$ cat src/rtl/uart_pkg.sv
// Shared UART constants: FSM state encodings, default bit period, baud-counter width
// and the even-parity helper used by the receiver (and the transmitter).
package uart_pkg;

  localparam int UART_CLKS_PER_BIT = 5208;
  localparam int UART_CNT_W        = 15;

  localparam logic [2:0] ST_IDLE   = 3'd0;
  localparam logic [2:0] ST_START  = 3'd1;
  localparam logic [2:0] ST_DATA   = 3'd2;
  localparam logic [2:0] ST_PARITY = 3'd3;
  localparam logic [2:0] ST_STOP   = 3'd4;
  localparam logic [2:0] ST_BREAK  = 3'd5;

  function automatic logic even_parity(input logic [7:0] d);
    return ^d;
  endfunction

endpackage

$ cat src/rtl/uart_rx_sync.sv
// Two-flop synchronizer for the asynchronous RXD pin; both flops reset to the
// idle level (1) so no false start bit is seen coming out of reset.
module uart_rx_sync (
  input  logic clk,
  input  logic rst,
  input  logic d,
  output logic q
);

  logic meta_q, meta_d;
  logic sync_q, sync_d;

  // next-state: shift the pin through the two stages
  always_comb begin
    meta_d = d;
    sync_d = meta_q;
  end

  // synchronizer flops, synchronous active-low reset to idle-high
  always_ff @(posedge clk) begin
    if (!rst) begin
      meta_q <= 1'b1;
      sync_q <= 1'b1;
    end else begin
      meta_q <= meta_d;
      sync_q <= sync_d;
    end
  end

  assign q = sync_q;

endmodule

$ cat src/rtl/uart_rx.sv
// Centre-sampling UART receiver, 8N1 by default; define UART_RX_PARITY_EN for
// 8E1 framing with a live parity_err pulse.
module uart_rx
  import uart_pkg::*;
#(
  parameter int CLKS_PER_BIT = UART_CLKS_PER_BIT
) (
  input  logic       clk,
  input  logic       rst,
  input  logic       RXD,
  output logic [7:0] data,
  output logic       valid,
  output logic       frame_err,
  output logic       parity_err,
  output logic       busy
);

  localparam logic [UART_CNT_W-1:0] FULL_LAST = UART_CNT_W'(CLKS_PER_BIT - 1);
  localparam logic [UART_CNT_W-1:0] HALF_LAST = UART_CNT_W'(CLKS_PER_BIT / 2 - 1);

  logic                  rx_s;
  logic [2:0]            state_q, state_d;
  logic [UART_CNT_W-1:0] cnt_q, cnt_d;
  logic [2:0]            bit_idx_q, bit_idx_d;
  logic [7:0]            shift_q, shift_d;
  logic [7:0]            data_q, data_d;
  logic                  valid_q, valid_d;
  logic                  frame_err_q, frame_err_d;
  logic                  busy_q, busy_d;
`ifdef UART_RX_PARITY_EN
  logic                  par_bad_q, par_bad_d;
  logic                  parity_err_q, parity_err_d;
`endif

  uart_rx_sync u_sync (
    .clk (clk),
    .rst (rst),
    .d   (RXD),
    .q   (rx_s)
  );

  // frame FSM: counter free-runs within a state and is cleared on every entry
  always_comb begin
    state_d     = state_q;
    cnt_d       = cnt_q + UART_CNT_W'(1'b1);
    bit_idx_d   = bit_idx_q;
    shift_d     = shift_q;
    data_d      = data_q;
    valid_d     = 1'b0;
    frame_err_d = 1'b0;
`ifdef UART_RX_PARITY_EN
    par_bad_d    = par_bad_q;
    parity_err_d = 1'b0;
`endif
    case (state_q)
      ST_IDLE: begin
        cnt_d = '0;
        if (!rx_s) begin
          state_d = ST_START;
        end else begin
          state_d = ST_IDLE;
        end
      end
      ST_START: begin
        if (cnt_q == HALF_LAST) begin
          cnt_d     = '0;
          bit_idx_d = 3'd0;
          // a start bit that is already high again at its centre is a glitch
          if (!rx_s) begin
            state_d = ST_DATA;
          end else begin
            state_d = ST_IDLE;
          end
        end else begin
          state_d = ST_START;
        end
      end
      ST_DATA: begin
        if (cnt_q == FULL_LAST) begin
          cnt_d     = '0;
          shift_d   = {rx_s, shift_q[7:1]};
          bit_idx_d = bit_idx_q + 3'd1;
          if (bit_idx_q == 3'd7) begin
`ifdef UART_RX_PARITY_EN
            state_d = ST_PARITY;
`else
            state_d = ST_STOP;
`endif
          end else begin
            state_d = ST_DATA;
          end
        end else begin
          state_d = ST_DATA;
        end
      end
`ifdef UART_RX_PARITY_EN
      ST_PARITY: begin
        if (cnt_q == FULL_LAST) begin
          cnt_d     = '0;
          par_bad_d = (rx_s != even_parity(shift_q));
          state_d   = ST_STOP;
        end else begin
          state_d = ST_PARITY;
        end
      end
`endif
      ST_STOP: begin
        if (cnt_q == FULL_LAST) begin
          cnt_d = '0;
          if (rx_s) begin
            data_d  = shift_q;
            valid_d = 1'b1;
`ifdef UART_RX_PARITY_EN
            parity_err_d = par_bad_q;
`endif
            state_d = ST_IDLE;
          end else begin
            frame_err_d = 1'b1;
            state_d     = ST_BREAK;
          end
        end else begin
          state_d = ST_STOP;
        end
      end
      ST_BREAK: begin
        cnt_d = '0;
        if (rx_s) begin
          state_d = ST_IDLE;
        end else begin
          state_d = ST_BREAK;
        end
      end
      default: begin
        cnt_d   = '0;
        state_d = ST_IDLE;
      end
    endcase
    busy_d = (state_d != ST_IDLE);
  end

  // state and output registers
  always_ff @(posedge clk) begin
    if (!rst) begin
      state_q     <= ST_IDLE;
      cnt_q       <= '0;
      bit_idx_q   <= 3'd0;
      shift_q     <= 8'h00;
      data_q      <= 8'h00;
      valid_q     <= 1'b0;
      frame_err_q <= 1'b0;
      busy_q      <= 1'b0;
`ifdef UART_RX_PARITY_EN
      par_bad_q    <= 1'b0;
      parity_err_q <= 1'b0;
`endif
    end else begin
      state_q     <= state_d;
      cnt_q       <= cnt_d;
      bit_idx_q   <= bit_idx_d;
      shift_q     <= shift_d;
      data_q      <= data_d;
      valid_q     <= valid_d;
      frame_err_q <= frame_err_d;
      busy_q      <= busy_d;
`ifdef UART_RX_PARITY_EN
      par_bad_q    <= par_bad_d;
      parity_err_q <= parity_err_d;
`endif
    end
  end

  assign data      = data_q;
  assign valid     = valid_q;
  assign frame_err = frame_err_q;
  assign busy      = busy_q;
`ifdef UART_RX_PARITY_EN
  assign parity_err = parity_err_q;
`else
  assign parity_err = 1'b0;
`endif

endmodule

$ cat config.mk
export PLATFORM = sky130hd
export DESIGN_NAME = uart_rx
export DESIGN_NICKNAME = d
export VERILOG_FILES = /design/src/rtl/uart_pkg.sv /design/src/rtl/uart_rx_sync.sv /design/src/rtl/uart_rx.sv
export SDC_FILE = /design/constraint.sdc
export NUM_CORES = 1
export LEC_CHECK = 0
export CAP_MARGIN = 20
export CORE_MARGIN = 2
export CORE_UTILIZATION = 47
export CTS_BUF_LIST = sky130_fd_sc_hd__clkbuf_4
export CTS_CLUSTER_SIZE = 25
export DETAILED_ROUTE_END_ITERATION = 12
export DONT_BUFFER_PORTS = 1
export HOLD_SLACK_MARGIN = 0.12
export PLACE_DENSITY_LB_ADDON = 0.2
export SYNTH_ARGS = -nofsm -noshare
export SYNTH_HDL_FRONTEND = slang
export SYNTH_SLANG_ARGS = --single-unit
$ cat constraint.sdc
create_clock -name clk -period 2.4 [get_ports clk]
set_input_delay 0.36 -clock clk [delete_from_list [all_inputs] [get_ports clk]]
set_output_delay 0.36 -clock clk [all_outputs]
set_load 0.02 [all_outputs]
==> results.yml, run 1 <==
run_status:
  status: "finished, final reports clean"
floorplanning:
  top_level_ports: 15
  core_sq_mm: 0.00369
  die_h_microns: 66.3
  dieArea_sq_mm: 0.00440
  starting_density_of_the_core_pct: 49.5
  die_width_microns: 66.3
  fp-row-count: 22
critical_path:
  cpPeakStageDelay_ns: 0.59
  critical_path.slowest_cell: "or4_4"
  crit_path_end_kind: "flop"
  critical_path.most_common_cell: "or4_4"
  path_buf_inv: 1
  path_class: "flop to flop"
  critical_path.cell_chain: "or4_4, or4_4, nor4b_4, buf_12, mux2i_1, nor2b_1"
  worst-endpoint-required_ns: 2.65
  critPathArrivalTime_ns: 2.55
  critical-path-top-delay-family: "simple AND/OR/NAND/NOR gates"
  critPathMaxFanout: 8
  critPathLaunchType: "flop"
synthesis:
  synthesis.instances: 201
  syn_nets: 207
  syn-mean-instance-area_sq_um: 9.08
  synth-edff-count: 0
  yosysUniqueCellTypes: 37
  synth_area_sq_mm: 0.00182
  yosys_most_used_dff: "dfxtp_1"
  ys_seq_area_share_pct: 46.1
  asyncSetResetFlopFracSynth_pct: 0
  ys.warnings.count: 0
  synth.ff_latch_count: 42
clock_network:
  clock_tree_from_tritoncts: "yes"
  clock_tree.htree_level_count: 2
  clock_path_buffers: 2
  clkSinkCount: 42
  clkLatencyLatePin_ns: 0.35
  cts.root.buffer_cell: "clkbuf_4"
  worst_setup_hold_path_clk_slew_ns: 0.12
  numCtsBuffers: 5
final_layout:
  layout.nets: 221
  drive_above_1_share_pct: 11.6
  syn2layout_area_growth_pct: 12.6
  n_antenna_cell: 0
  post-route-util_pct: 55.7
route:
  routed-via-count: 1418
  wire_length_reported_by_the_detailed_router_mm: 3.37
  avgViaCountPerCell: 5.37
  drc: 0
  drtPass1Iterations: 4
  final_antenna_net_count: 0
  detail_route.wl_per_cell_microns: 12.8
  number_of_design_rule_violations_left_by_the_first_detailed_router_iteration: 122
grt:
  number_of_global_route_vias_before_repair: 1345
  grt_start_max_net_pins: 25
  gr-usage-met3_pct: 4.77
  global_route.peak_usage_layer: "met2"
  grt_first_pass_wirelength_mm: 5.89
  globalRouteMet2Util_pct: 27.9
  grt_util_met1_pct: 21.9
  number_of_antenna_violations_at_the_first_check_in_global_routing: 0
  gr-total-overflow: 0
  grt_usage_pct: 17.6
timing:
  worst_pin_slew_ns: 0.500
  skew_ns: 0.0155
  clock.fmax_ghz: 0.436
  finalSetupTns_ns: 0
  report.final.slew_viol_count: 0
  rsz_0062_raised_after_global_routing: "false"
  finalHoldViolations: 0
  minimum_clock_period_ns: 2.30
  fin_crit_sh_pct: 95.6
  final_number_of_setup_violating_endpoints: 0
  maxSlewHeadroom_pct: 66.4
  post-route-worst-setup-slack_ns: 0.105
placed_design:
  pre_cts_ws_ns: 0.0508
  gp_congestion: 0.842
  io_buffers: 0
  place_hpwl_mm: 2.30
min_path:
  min_delay_worst_type: "primary input to flop"
run:
  timing.max_cap.violations: 0
pwr:
  powerDensity_mw_per_mm2: 577
  vdd_ir_drop_max_mv: 0.487
  leakage_nw: 0.713
==> registers in the layout, summed over array words and instances (netlist names) <==
name / flops
cnt_q: 15
state_q: 3
data: 8
bit_idx_q: 3
frame_err: 1
valid: 1
shift_q: 8
busy: 1
u_sync.q: 1
u_sync.meta_q: 1
==> synth_stat cells, types with 2 or more instances <==
cell type  instances  share of area (%)
dfxtp_1           42                 46
nand2_1           26                5.3
nor2_1            26                5.3
nand3_1           11                3.0
a21boi_0          10                4.1
nor2b_1            9                3.1
mux2i_1            8                4.4
xor2_1             8                3.8
nand2b_1           7                2.4
and3_1             5                1.7
xnor2_1            5                2.4
clkbuf_1           4               0.82
inv_1              4               0.82
a21oi_1            3               0.82
ha_1               3                2.1
nand4_1            3                1.0
o21a_1             3                1.2
buf_6              2                1.2
or3_1              2               0.69
or4_1              2               0.82
or4_4              2                1.2
==> layout make-up <==
cell class | instances | area (sq um)
Multi-Input combinational cell | 147 | 922
Tap cell | 48 | 60.1
Fill cell | 327 | 1640
Clock inverter | 2 | 37.5
Clock buffer | 6 | 45.0
Timing Repair Buffer | 15 | 133
Sequential cell | 42 | 841
Inverter | 4 | 15.0
==> cells by family after synthesis <==
| logic type | Yosys count | synth area share, % |
|---|---|---|
| AO/OA/AOI/OAI | 20 | 7.68 |
| multiplexers | 8 | 4.39 |
| AND/OR/NAND/NOR | 102 | 29.8 |
| XOR/XNOR | 13 | 6.24 |
| flip-flops | 42 | 46.1 |
| adder cells (fa/ha/maj) | 3 | 2.06 |
| other | 1 | 0.206 |
| buffers and inverters | 12 | 3.57 |
==> stage by stage <==
| stage | total power, mW | hold WS (ns) | instance area [sq um] | instances |
|---|---|---|---|---|
| final | 1.18 | 0.136 | 2050 | 264 |
| after floorplan | 0.740 | 0.386 | 1820 | 201 |
| after global placement | 0.739 | 0.400 | 1910 | 250 |
| after global routing | 1.23 | 0.120 | 2050 | 264 |
| after detailed placement | 0.740 | 0.418 | 1910 | 250 |
| after CTS | 1.19 | 0.127 | 2020 | 260 |
==> layout by cell type, fill, tap and decap left out <==
master / synthesis / layout
nor4b_4: 1 / 1
and4_1: 1 / 1
nor2_1: 26 / 26
nor4_1: 1 / 1
a31oi_1: 1 / 1
nor3_4: 1 / 1
buf_4: 1 / 11
ha_1: 3 / 3
and2_1: 1 / 1
bufinv_16: 0 / 1
nand3_1: 11 / 11
or4b_4: 0 / 1
o21a_1: 3 / 3
o41ai_1: 1 / 1
xor2_1: 8 / 8
a21boi_0: 10 / 10
clkbuf_4: 0 / 6
or4_4: 2 / 2
nand3b_1: 1 / 1
nor3_1: 1 / 1
nor2b_1: 9 / 9
dlygate4sd3_1: 0 / 3
nand4_1: 3 / 3
or3_1: 2 / 2
mux2i_1: 8 / 8
xnor2_1: 5 / 5
buf_12: 0 / 1
and3_1: 5 / 5
dfxtp_1: 42 / 42
o21ai_0: 1 / 1
conb_1: 1 / 1
inv_1: 4 / 4
or4_1: 2 / 2
nand2b_1: 7 / 7
nand2_1: 26 / 26
nand4b_1: 1 / 1
a21oi_1: 3 / 3
a21boi_1: 1 / 1
clkinvlp_4: 0 / 1
==> path summary, 6_finish.rpt <==
kind         cells after the start       end  slack, ns          start
max                              6   data[2]       0.10       cnt_q[8]
min                              1   data[7]       0.14            rst
max reg2reg                      6   data[2]       0.10       cnt_q[8]
min reg2reg                      1  u_sync.q       0.45  u_sync.meta_q
==> what timing repair did <==
| item | CTS | global route |
|---|---|---|
| hold endpoints to repair | 4 | 3 |
| endpoints found under the setup margin | 0 | 13 |
| resized for setup | 0 | 1 |
| buffers inserted | 0 | 3 |
| hold buffers | 2 | 1 |
==> routing by layer <==
layer	up-vias	part of all wire [%]
li1	710	-
met1	672	48
met2	28	45
met3	8	4.7
met4	0	1.9
met5	-	0
==> power by group <==
part | internal, mW | total (mW) | switching (mW)
Combinational | 0.0125 | 0.0233 | 0.0108
Sequential | 0.701 | 0.706 | 0.00557
Clock | 0.231 | 0.455 | 0.223
(Power assumes the default switching activity.)
==> inputs of run 2 (changes only) <==
CORE_UTILIZATION = 50   (was 47)
==> run 2 against run 1 <==
Hold slack is essentially flat. Fmax fell by 3.4%. Critical path depth did not move. Register-to-register slack got worse by 0.08 ns. Sequential share of layout area up 1.3 points. Critical path type unchanged. Largest cell class unchanged.
==> results.yml, run 2 (same netlist as run 1, synthesis figures left out) <==
timing:
  fin_hold_ws_ns: 0.136
  finalSetupTns_ns: 0
  clock.fmax_ghz: 0.421
  finalHoldViolations: 0
  post-route-worst-setup-slack_ns: 0.0245
  skew_ns: 0.0108
  rsz_0062_raised_after_global_routing: "true"
  final_number_of_setup_violating_endpoints: 0
  fin_crit_sh_pct: 99.0
  report.final.slew_viol_count: 0
  minimum_clock_period_ns: 2.38
pwr:
  seq_power_share_pct: 66.3
  netSwitchingFraction_pct: 22.8
  powerDensity_mw_per_mm2: 530
  cellInternalPower_mw: 0.820
  vdd_ir_drop_max_mv: 0.292
  share_comb_of_total_power_pct: 2.3
  switchingPower_mw: 0.243
  leakage_nw: 0.688
  power.share.clock_pct: 31.4
placed_design:
  pre_cts_ws_ns: 0.0277
  gp_congestion: 0.880
  place_hpwl_mm: 2.36
  place.detailed.instances: 246
  io_buffers: 0
  post_dp_cell_area_sq_mm: 0.00190
floorplanning:
  starting_density_of_the_core_pct: 53.4
  dieArea_sq_mm: 0.00415
  die_width_microns: 64.4
  fp-row-count: 21
  die_h_microns: 64.4
  top_level_ports: 15
  core_sq_mm: 0.00342
route:
  final_antenna_net_count: 0
  detail_route.wl_per_cell_microns: 13.5
  routed-via-count: 1359
  wire_length_reported_by_the_detailed_router_mm: 3.49
  avgViaCountPerCell: 5.25
  number_of_design_rule_violations_left_by_the_first_detailed_router_iteration: 64
  drc: 0
  drtPass1Iterations: 4
clock_network:
  numCtsBuffers: 5
  clock_tree_from_tritoncts: "yes"
  worst_setup_hold_path_clk_slew_ns: 0.12
  clock_path_buffers: 2
  clkSinkCount: 42
  cts.root.buffer_cell: "clkbuf_4"
  clkLatencyLatePin_ns: 0.36
  clock_tree.htree_level_count: 2
run_status:
  status: "finished, final reports clean"
critical_path:
  critPathMaxFanout: 8
  worst-endpoint-required_ns: 2.66
  crit_path_end_kind: "flop"
  critPathLaunchType: "flop"
  path_class: "flop to flop"
  critPathArrivalTime_ns: 2.64
final_layout:
  design_area_sq_mm: 0.00201
  final_cell_mix: "dfxtp_1 (39), nand2_1 (26), nor2_1 (26), nand3_1 (11), a21boi_0 (10)"
  largest_register_ff_count: 15
  fill_cell_count: 324
  final_cells: 259
  syn2layout_area_growth_pct: 9.94
  mostFrequentLayoutCell: "dfxtp_1"
  drive_above_1_share_pct: 11.3
  largest_register: "cnt_q"
  n_antenna_cell: 0
  layout.nets: 218
grt:
  grt_start_max_net_pins: 21
  grt_first_pass_wirelength_mm: 5.80
  number_of_global_route_vias_before_repair: 1321
  gr-total-overflow: 0
  grt_usage_pct: 18.4
  number_of_antenna_violations_at_the_first_check_in_global_routing: 0
run:
  timing.max_cap.violations: 0
min_path:
  min_delay_worst_type: "primary input to flop"
-- run 2: cell count changes in the layout (fill, tap and decap cells not counted) --
| cell | previous run | this run |
|---|---|---|
| buf_4 | 11 | 8 |
| bufinv_16 | 1 | 0 |
| clkbuf_4 | 6 | 5 |
| clkinv_1 | 0 | 1 |
| clkinv_2 | 0 | 1 |
| dfxtp_1 | 42 | 39 |
| dfxtp_2 | 0 | 2 |
| dfxtp_4 | 0 | 1 |
-- run 2: final timing paths --
check / from / endpoint / slack [ns] / cells after the start
max: cnt_q[9] / data[0] / 0.02 / 6
max reg2reg: cnt_q[9] / data[0] / 0.02 / 6
min: rst / data[3] / 0.14 / 1
min reg2reg: u_sync.meta_q / u_sync.q / 0.42 / 1
-- run 2: timing repair --
action                     in CTS  in global routing
hold buffers                    2                  1
setup endpoints to repair       0                 18
buffers inserted                0                  2
resized for setup               0                  5
hold endpoints to repair        8                  8
-- run 2: critical path, cell delays in order (launching register included) --
cell and delay [ns]:
dfxtp_1 0.34, or4b_4 0.55, or4_4 0.61, nor4b_4 0.35
buf_12 0.17, mux2i_1 0.20, nor2b_1 0.06
-- run 2: routing by layer --
metal / global-route usage, % / share of wire, % / vias up
met5: 0 / 0 / -
met4: 9.31 / 2.5 / 0
met3: 7.04 / 5.2 / 8
met2: 29.2 / 46 / 26
met1: 21.6 / 47 / 628
li1: - / - / 697
-- run 2: cell type report --
| type | count | area (sq um) | share of cell area, % |
|---|---|---|---|
| clock buffers | 5 | 37.5 | 1.87 |
| clock inverters | 3 | 16.3 | 0.811 |
| inverters | 4 | 15.0 | 0.749 |
| multi-input cells | 147 | 922 | 46.0 |
| flip-flops and latches | 42 | 847 | 42.2 |
| well taps | 46 | 57.6 | 2.87 |
| repair buffers | 12 | 110 | 5.49 |
-- run 2: power by group through the flow --
stage / clock [mW] / sequential, mW / combinational (mW)
after floorplan: 0 / 0.719 / 0.0209
after global placement: 0 / 0.722 / 0.0167
after detailed placement: 0 / 0.722 / 0.0170
after CTS: 0.350 / 0.706 / 0.0218
after global routing: 0.374 / 0.706 / 0.0268
final: 0.334 / 0.705 / 0.0246
-- run 2: through the flow --
step	util (%)	total power, mW
detailed placement	55.5	0.739
floorplan	-	0.740
global placement	55.5	0.738
global route	58.7	1.11
CTS	57.7	1.08
finish	58.7	1.06
